### config.mk
export PLATFORM = sky130hd
export DESIGN_NAME = dvi_in_timing_pipe
export DESIGN_NICKNAME = d
export VERILOG_FILES = /design/src/rtl/dvi_in_pkg.sv /design/src/rtl/dvi_in_delay.sv /design/src/rtl/dvi_in_timing_pipe.sv
export SDC_FILE = /design/constraint.sdc
export NUM_CORES = 1
export LEC_CHECK = 0
export CAP_MARGIN = 20
export CORE_ASPECT_RATIO = 1.75
export CORE_MARGIN = 2
export CORE_UTILIZATION = 45
export DETAILED_ROUTE_END_ITERATION = 10
export HOLD_SLACK_MARGIN = 0.03
export PLACE_DENSITY = 0.79
export SLEW_MARGIN = 5
export SYNTH_ARGS = -nofsm -noshare
export SYNTH_HDL_FRONTEND = slang
export SYNTH_SLANG_ARGS = --single-unit
export TNS_END_PERCENT = 50
### constraint.sdc
create_clock -name clk -period 4.5 [get_ports clk]
set_input_delay 1.35 -clock clk [delete_from_list [all_inputs] [get_ports clk]]
set_output_delay 1.35 -clock clk [all_outputs]
set_load 0.01 [all_outputs]
### src/rtl/dvi_in_pkg.sv
// Shared types and default sizes for the DVI input timing pipe.
package dvi_in_pkg;

    localparam int unsigned DEF_CW    = 8;
    localparam int unsigned DEF_NCH   = 3;
    localparam int unsigned DEF_CNT_W = 12;

    typedef enum logic [1:0] {
        LK_UNLOCKED = 2'd0,
        LK_CHECK    = 2'd1,
        LK_LOCKED   = 2'd2
    } lock_state_t;

endpackage

### src/rtl/dvi_in_delay.sv
// Clock-enable gated shift register; every stage holds while ce is low.
module dvi_in_delay #(
    parameter int unsigned W     = 1,
    parameter int unsigned DEPTH = 1
) (
    input  logic         clk,
    input  logic         rst,
    input  logic         ce,
    input  logic [W-1:0] d,
    output logic [W-1:0] q
);

    logic [W-1:0] sr [DEPTH];

    // Shift one stage per enabled cycle; stage 0 takes the input.
    always_ff @(posedge clk or posedge rst) begin
        if (rst) begin
            for (int unsigned i = 0; i < DEPTH; i++) begin
                sr[i] <= '0;
            end
        end else if (ce) begin
            sr[0] <= d;
            for (int unsigned i = 1; i < DEPTH; i++) begin
                sr[i] <= sr[i-1];
            end
        end
    end

    assign q = sr[DEPTH-1];

endmodule

### src/rtl/dvi_in_timing_pipe.sv
// DVI receiver timing pipe: delays video, detects sync polarity, measures
// active width/height and tracks whether the timing is stable frame to frame.
module dvi_in_timing_pipe
    import dvi_in_pkg::*;
#(
    parameter int unsigned CW       = DEF_CW,
    parameter int unsigned NCH      = DEF_NCH,
    parameter int unsigned STAGES   = 2,
    parameter int unsigned CNT_W    = DEF_CNT_W,
    parameter int unsigned NORM_POL = 1
) (
    input  logic              clk,
    input  logic              rst,
    input  logic              ce,
    input  logic              de,
    input  logic              vsync,
    input  logic              hsync,
    input  logic [NCH*CW-1:0] pix_i,
    output logic              de_o,
    output logic              vsync_o,
    output logic              hsync_o,
    output logic [NCH*CW-1:0] pix_o,
    output logic [CNT_W-1:0]  hact_o,
    output logic [CNT_W-1:0]  vact_o,
    output logic              hs_pol_o,
    output logic              vs_pol_o,
    output logic              locked_o,
    output logic              timing_chg_o
);

    localparam int unsigned PW = NCH * CW;
    localparam int unsigned DW = PW + 3;
    localparam logic [CNT_W-1:0] CNT_MAX = '1;

    logic de_q, vs_q;
    logic de_rise, de_fall, frame_edge;
    logic hs_n, vs_n;
    logic [DW-1:0] vid_d, vid_q;

    logic [CNT_W-1:0] line_cnt, hact_ref, line_idx;
    logic frame_bad, cnt_sat, armed;
    logic frame_valid, frame_match;

    lock_state_t state, state_nx;
    logic store, chg;

    assign de_rise    = ce & de & ~de_q;
    assign de_fall    = ce & ~de & de_q;
    // Raw-level history keeps a polarity update from faking a vsync edge.
    assign frame_edge = ce & (vs_pol_o ? (vsync & ~vs_q) : (~vsync & vs_q));

    // Sync normalisation uses the polarity registers as they stand this cycle.
    always_comb begin
        hs_n = hsync;
        vs_n = vsync;
        if (NORM_POL != 0) begin
            hs_n = hsync ^ ~hs_pol_o;
            vs_n = vsync ^ ~vs_pol_o;
        end
    end

    assign vid_d = {de, vs_n, hs_n, pix_i};

    dvi_in_delay #(
        .W     (DW),
        .DEPTH (STAGES)
    ) u_delay (
        .clk (clk),
        .rst (rst),
        .ce  (ce),
        .d   (vid_d),
        .q   (vid_q)
    );

    assign {de_o, vsync_o, hsync_o, pix_o} = vid_q;

    // Edge history and sync polarity sampled at the start of active video.
    always_ff @(posedge clk or posedge rst) begin
        if (rst) begin
            de_q     <= 1'b0;
            vs_q     <= 1'b0;
            hs_pol_o <= 1'b1;
            vs_pol_o <= 1'b1;
        end else if (ce) begin
            de_q <= de;
            vs_q <= vsync;
            if (de & ~de_q) begin
                hs_pol_o <= ~hsync;
                vs_pol_o <= ~vsync;
            end
        end
    end

    // Per-line and per-frame measurement; a frame edge wins over a line edge.
    always_ff @(posedge clk or posedge rst) begin
        if (rst) begin
            line_cnt  <= '0;
            hact_ref  <= '0;
            line_idx  <= '0;
            frame_bad <= 1'b0;
            cnt_sat   <= 1'b0;
            armed     <= 1'b0;
        end else if (ce) begin
            if (frame_edge) begin
                armed     <= 1'b1;
                frame_bad <= 1'b0;
                cnt_sat   <= 1'b0;
                line_idx  <= de_rise ? CNT_W'(1) : '0;
            end else begin
                if (de_rise) begin
                    if (line_idx == CNT_MAX) cnt_sat <= 1'b1;
                    else                     line_idx <= line_idx + CNT_W'(1);
                end
                if (de_fall) begin
                    if (line_cnt == CNT_MAX) cnt_sat <= 1'b1;
                    if (line_idx == CNT_W'(1)) begin
                        hact_ref <= line_cnt;
                    end else if (line_idx != '0 && line_cnt != hact_ref) begin
                        frame_bad <= 1'b1;
                    end
                end
            end
            if (de_rise) begin
                line_cnt <= CNT_W'(1);
            end else if (de && line_cnt != CNT_MAX) begin
                line_cnt <= line_cnt + CNT_W'(1);
            end
        end
    end

    assign frame_valid = armed & (line_idx != '0) & ~frame_bad & ~cnt_sat;
    assign frame_match = (hact_ref == hact_o) && (line_idx == vact_o);

    // Lock state register.
    always_ff @(posedge clk or posedge rst) begin
        if (rst) state <= LK_UNLOCKED;
        else     state <= state_nx;
    end

    // Lock transitions, evaluated only at frame boundaries.
    always_comb begin
        state_nx = state;
        store    = 1'b0;
        chg      = 1'b0;
        if (frame_edge) begin
            unique case (state)
                LK_UNLOCKED: begin
                    if (frame_valid) begin
                        store    = 1'b1;
                        state_nx = LK_CHECK;
                    end
                end
                LK_CHECK: begin
                    if (!frame_valid) begin
                        state_nx = LK_UNLOCKED;
                    end else if (frame_match) begin
                        state_nx = LK_LOCKED;
                    end else begin
                        store = 1'b1;
                    end
                end
                LK_LOCKED: begin
                    if (!(frame_valid && frame_match)) begin
                        state_nx = LK_UNLOCKED;
                        chg      = 1'b1;
                    end
                end
                default: state_nx = LK_UNLOCKED;
            endcase
        end
    end

    // Registered status outputs and stored resolution.
    always_ff @(posedge clk or posedge rst) begin
        if (rst) begin
            locked_o     <= 1'b0;
            timing_chg_o <= 1'b0;
            hact_o       <= '0;
            vact_o       <= '0;
        end else begin
            locked_o     <= (state_nx == LK_LOCKED);
            timing_chg_o <= chg;
            if (store) begin
                hact_o <= hact_ref;
                vact_o <= line_idx;
            end
        end
    end

endmodule
==> results.ini, run 1 <==
[sta]
tightestPinTransition_ns = 0.9220
tns_ns = 0
maxSlewViolCount = 0
fmax_ghz = 0.2913
relSlewSlack_pct = 38.40
setup_violations = 0
rsz0062_at_grt = false
hold_viol = 0
period_minus_slack_ns = 3.433
fin_crit_sh_pct = 76.29
skew_ns = 0.007285
worst_slack_ns = 1.067

[synth]
netlist_area_mm2 = 0.005831
synth_edf_count = 0
synthFlopType = dfrtp_1
yosysWarnings = 0
syn_avg_cell_area_um2 = 12.33
ys_seq_area_share_pct = 53.26
syn_nets = 507
netlist-cell-type-count = 48
syn_inst = 473
async_reset_ff_share_pct = 100.0
ys_ff_latch = 124

[route]
first_iter_violations = 186
detail-route-antenna-nets = 0
avgRoutedWirePerCell_um = 17.39
routed_wl_mm = 12.42
drc = 0
via_count = 3844
drt_first_pass_iters = 4
vias_per_cell = 5.384

[pwr]
p_leak_nw = 3.150
power.density_mw_per_mm2 = 484.9
peakVddDrop_mv = 0.3018

[clock_network]
cts_resized = 0
cts_tree = done
htreeDepth = 4
cts_buffer_depth = 2
clock-sinks = 124
path_clk_slew_ns = 0.05
insertion_delay_ns = 0.41
post-cts-setup-buffers = 0
cts_buffers = 17
cts_root_buf = clkbuf_16
postCtsHoldBufs = 0

[placed_design]
hpwlAfterDp_mm = 8.932
post-place-ws_ns = 0.6579
place.gp.congestion = 0.8881
place_area_mm2 = 0.006671
io_buffers = 84

[layout]
nNetsFinal = 566
postLayoutCoreUtil_pct = 56.93
syn2layout_area_growth_pct = 24.98
antenna_cells = 0
design_area_mm2 = 0.007287
layout-drive-gt1-share_pct = 22.65

[critical_path]
end_kind = register
cp.required_ns = 4.79
crit_buf_inv = 3
path_cells = clkdlybuf4s50_1, nor3b_1, o21ai_0, buf_4, a2111o_1, a31oi_4, buf_12, mux2_2
crit_fanout = 21
cp-start-kind = input port
worstPathArrival_ns = 3.72
crit_slowest_cell = clkdlybuf4s50_1
cp_top_family = buffers and inverters
cpPeakStageDelay_ns = 0.48
critPathKind = in2reg

[global_routing]
grt_pass1_vias = 4182
grt_antenna_before_repair = 0
met1_usage_pct = 18.19
grt_max_degree = 54
grt_usage_pct = 18.57
grt_util_met2_pct = 34.94
gr-total-overflow = 0
use_met3_pct = 5.066
busiest_layer = met2
grt_pass1_wl_mm = 20.37

[worst_hold_path]
hold_class = reg2reg

[floorplan]
fp-row-count = 55
start_util_pct = 45.55
coreArea_mm2 = 0.01280
fp.dieH_um = 154.6
die-area_mm2 = 0.01392
die_w_um = 90.05
num_io_pins = 85

[job]
drv_cap = 0

[status]
status = completed

routing by layer:
metal	vias to the layer above	wire length, µm
met4	0	515
met5	-	0
met2	122	6880
li1	1742	-
met3	39	544
met1	1941	4479
layout make-up:
cell class	instances	area, µm²
Sequential cell	124	3105
Timing Repair Buffer	90	918.4
Inverter	10	41.29
Fill cell	1064	5513
Multi-Input combinational cell	289	2392
Clock inverter	7	137.6
Clock buffer	23	478.0
Tap cell	171	214.0
cells in the mapped netlist, types with 3 or more instances:
cell type	count	share of area [%]
a31oi_1	4	0.43
dfrtp_1	122	52
inv_1	10	0.64
xor2_1	17	2.6
buf_4	24	3.1
mux2_2	68	13
nand3_1	12	1.0
ha_1	4	0.86
nand4_1	15	1.6
nor4_1	8	0.86
mux2_4	12	3.1
and4_1	3	0.45
and3_1	3	0.32
nand2_1	18	1.2
nor3_1	4	0.34
clkbuf_1	20	1.3
mux2_1	8	1.5
a21o_1	3	0.39
and2_1	3	0.32
xnor2_1	36	5.4
nor2_1	26	1.7
o21ai_0	13	1.1
a21oi_1	5	0.43
flip-flops by register name (all words and copies together), names as in the netlist, 2 cells and up:
| signal | cells |
|---|---|
| state | 2 |
| vact_o | 12 |
| u_delay.sr | 26 |
| hact_o | 12 |
| line_cnt | 12 |
| line_idx | 12 |
| u_delay.q | 27 |
| hact_ref | 12 |
cell families (layout without fill, tap and decap cells):
kind of cell / count (synthesis) / count (layout) / share of synthesized area [%]
mux: 88 / 88 / 17.77
fa+ha+maj: 4 / 4 / 0.8584
compound gates: 37 / 37 / 4.313
xor+xnor: 53 / 53 / 7.961
flops: 124 / 124 / 53.26
simple gates: 107 / 107 / 10.13
buf+inv: 60 / 130 / 5.708
power breakdown:
group	internal [mW]	switching (mW)
clock network	0.963	0.458
logic	0.375	0.331
registers	1.26	0.147
worst paths after layout:
kind                                         start                       end  slack, ns  depth (start not counted)
max                                          vsync     hact_o[4]$_DFFE_PP0P_       1.07                          8
min                              armed$_DFFE_PP0P_         armed$_DFFE_PP0P_       0.46                          1
max reg2reg                line_idx[6]$_DFFE_PP0P_   hact_ref[3]$_DFFE_PP0P_       1.86                          4
min reg2reg                      armed$_DFFE_PP0P_         armed$_DFFE_PP0P_       0.46                          1
max in group asynchronous                      rst      hs_pol_o$_DFFE_PP1P_       2.25                          3
min in group asynchronous                      rst  u_delay.q[7]$_DFFE_PP0P_       1.48                          2
through the flow:
stage | hold slack, ns | instances | power (mW)
after floorplan | 0.4261 | 473 | 1.866
after detailed placement | 0.4532 | 684 | 2.127
after global routing | 0.4914 | 714 | 3.688
after global placement | 0.4470 | 684 | 2.094
after CTS | 0.4612 | 714 | 3.564
final | 0.4622 | 714 | 3.533
cell usage in the layout, fill, tap and decap left out, types with 13 or more instances in the layout:
cell type        synthesis  layout
nor2_1                  26      26
xor2_1                  17      17
clkbuf_16                0      17
nand2_1                 18      18
nand4_1                 15      15
dfrtp_1                122     122
clkdlybuf4s50_1          0      83
o21ai_0                 13      13
xnor2_1                 36      36
mux2_2                  68      68
Note: power is estimated with default switching activity, not from simulation.
==> run 2: changes to the inputs <==
- clock period: 4.5 -> 3.1 ns (I/O delays scaled with it)
==> results.ini, run 2 (synthesis results as in run 1) <==
[layout]
final_cell_mix = dfrtp_1 (122), clkdlybuf4s50_1 (83), mux2_2 (68), xnor2_1 (36), nor2_1 (26)  ; unchanged
final_common_cell = dfrtp_1  ; unchanged
syn2layout_area_growth_pct = 26.01  ; was 24.98%
layout-drive-gt1-share_pct = 25.00  ; was 22.65%
antenna_cells = 0  ; unchanged
nFillCells = 1070  ; was 1064
largest_reg_flops = 27  ; unchanged
nNetsFinal = 577  ; was 566

[clock_network]
cts_resized = 0  ; unchanged
postCtsHoldBufs = 0  ; unchanged
cts_buffers = 17  ; unchanged
cts_tree = done  ; unchanged
cts_buffer_depth = 2  ; unchanged
htreeDepth = 4  ; unchanged
cts_root_buf = clkbuf_16  ; unchanged
insertion_delay_ns = 0.41  ; about the same
post-cts-setup-buffers = 0  ; unchanged
clock-sinks = 124  ; unchanged
path_clk_slew_ns = 0.06  ; was 0.05 ns

[critical_path]
cp.required_ns = 3.39  ; was 4.79 ns
worstPathArrival_ns = 2.99  ; was 3.72 ns
critPathKind = in2reg  ; unchanged
rrSetupSlack_ns = 0.74  ; was 1.86 ns
end_kind = register  ; unchanged
crit_fanout = 25  ; was 21
cp-start-kind = input port  ; unchanged

[floorplan]
coreArea_mm2 = 0.01280  ; unchanged
num_io_pins = 85  ; unchanged
die_w_um = 90.05  ; unchanged
fp.dieH_um = 154.6  ; unchanged
die-area_mm2 = 0.01392  ; unchanged
start_util_pct = 45.55  ; unchanged
fp-row-count = 55  ; unchanged

[sta]
period_minus_slack_ns = 2.700
fin_crit_sh_pct = 87.11
relSlewSlack_pct = 62.92  ; was 38.40%
setup_violations = 0  ; unchanged
rsz0062_at_grt = false  ; unchanged
fmax_ghz = 0.3703
hold_viol = 0  ; unchanged
maxSlewViolCount = 0  ; unchanged
tightestPinTransition_ns = 0.5541  ; was 0.9220 ns
skew_ns = 0.008485  ; was 0.007285 ns
hold_ws_ns = 0.4612  ; was 0.4622 ns
tns_ns = 0  ; unchanged

[pwr]
switching_share_pct = 28.56  ; was 26.48%
p_seq_share_pct = 40.3  ; was 39.8%
peakVddDrop_mv = 0.4132  ; was 0.3018 mV
p_switching_mw = 1.450  ; was 0.9357 mW
combPwrFrac_pct = 21.3  ; was 20.0%
power.density_mw_per_mm2 = 691.0  ; was 484.9 mW/mm²
clkPwrFrac_pct = 38.5  ; was 40.2%
p_leak_nw = 3.199  ; was 3.150 nW
power.internal_mw = 3.627  ; was 2.598 mW

[global_routing]
grt_pass1_wl_mm = 20.80  ; was 20.37 mm
grt_usage_pct = 18.81  ; was 18.57%
grt_antenna_before_repair = 0  ; unchanged
grt_max_degree = 63  ; was 54
gr-total-overflow = 0  ; unchanged
grt_pass1_vias = 4275  ; was 4182

[route]
drc = 0  ; unchanged
first_iter_violations = 242  ; was 186
via_count = 3902  ; was 3844
detail-route-antenna-nets = 0  ; unchanged
drt_first_pass_iters = 5  ; was 4
top_layer = met4  ; unchanged
avgRoutedWirePerCell_um = 17.09  ; was 17.39 µm
wl_met1_mm = 4.631  ; was 4.479 mm
route.met3.wl_um = 487  ; was 544 µm
vias_per_cell = 5.367  ; was 5.384
route.met2.wl_mm = 6.913  ; was 6.880 mm
routed_wl_mm = 12.43  ; was 12.42 mm

[job]
drv_cap = 0  ; unchanged

[placed_design]
io_buffers = 84  ; unchanged
hpwlAfterDp_mm = 8.722  ; was 8.932 mm
place.gp.congestion = 0.8861  ; was 0.8881

[worst_hold_path]
hold_class = reg2reg  ; unchanged

[status]
status = completed  ; unchanged

-- run 2: changes by cell type in the layout (fill, tap and decap cells not counted), sizes merged --
cell	change
bufinv	-2
buf	+11
clkbuf	-4
clkinv	+6
inv	+2
-- run 2: per-stage QoR --
step                      power [mW]  cell area [µm²]  utilization [%]  worst slack (ns)  std cells
after floorplan                2.708             5834                -            0.3872        473
after global placement         3.078             6754            52.77           0.04005        695
after detailed placement       3.124             6754            52.77           0.02842        695
after CTS                      5.122             7347            57.40            0.4246        727
after global routing           5.314             7347            57.40            0.2691        727
final                          5.077             7347            57.40            0.3997        727
-- run 2: path summary, 6_finish.rpt --
| check | from | to | cells after the start |
|---|---|---|---|
| max in group asynchronous | rst | vs_pol_o$_DFFE_PP1P_ | 3 |
| min | armed$_DFFE_PP0P_ | armed$_DFFE_PP0P_ | 1 |
| max reg2reg | line_idx[3]$_DFFE_PP0P_ | vact_o[7]$_DFFE_PP0P_ | 6 |
| min in group asynchronous | rst | hact_o[5]$_DFFE_PP0P_ | 2 |
| min reg2reg | armed$_DFFE_PP0P_ | armed$_DFFE_PP0P_ | 1 |
| max | vsync | hact_o[4]$_DFFE_PP0P_ | 7 |
-- run 2: critical path, cell delays in order --
cell	delay [ns]
clkdlybuf4s50_1	0.45
nor3b_1	0.27
o21ai_0	0.14
a2111o_1	0.41
a31oi_4	0.19
buf_12	0.22
mux2_2	0.36
-- run 2: power groups by stage --
| stage | combinational [mW] | sequential [mW] | clock (mW) |
|---|---|---|---|
| 6_report | 1.08 | 2.04 | 1.95 |
| 5_1_grt | 1.17 | 2.07 | 2.08 |
| 4_1_cts | 1.09 | 2.04 | 2.00 |
| 3_5_place_dp | 1.06 | 2.06 | 0 |
| 3_3_place_gp | 1.03 | 2.04 | 0 |
| 2_1_floorplan | 0.701 | 2.01 | 0 |
-- run 2: cell type report --
type | instances | area (µm²) | share of cell area [%]
clock buffers | 19 | 452.9 | 6.165
clock inverters | 13 | 140.1 | 1.907
inverters | 10 | 41.29 | 0.5620
multi-input cells | 289 | 2392 | 32.56
flip-flops and latches | 124 | 3105 | 42.27
well taps | 171 | 214.0 | 2.912
repair buffers | 101 | 1001 | 13.62
-- run 2: per-layer routing --
metal	track usage [%]	vias to the layer above
met3	4.920	35
li1	-	1757
met5	0	-
met4	9.377	0
met2	34.77	117
met1	19.46	1993
==> run 3: changes to the inputs <==
- ABC_CLOCK_PERIOD_IN_PS: not set -> 3100
==> results of run 3 <==
The final DEF is identical to that of run 2; final timing and power are the same.
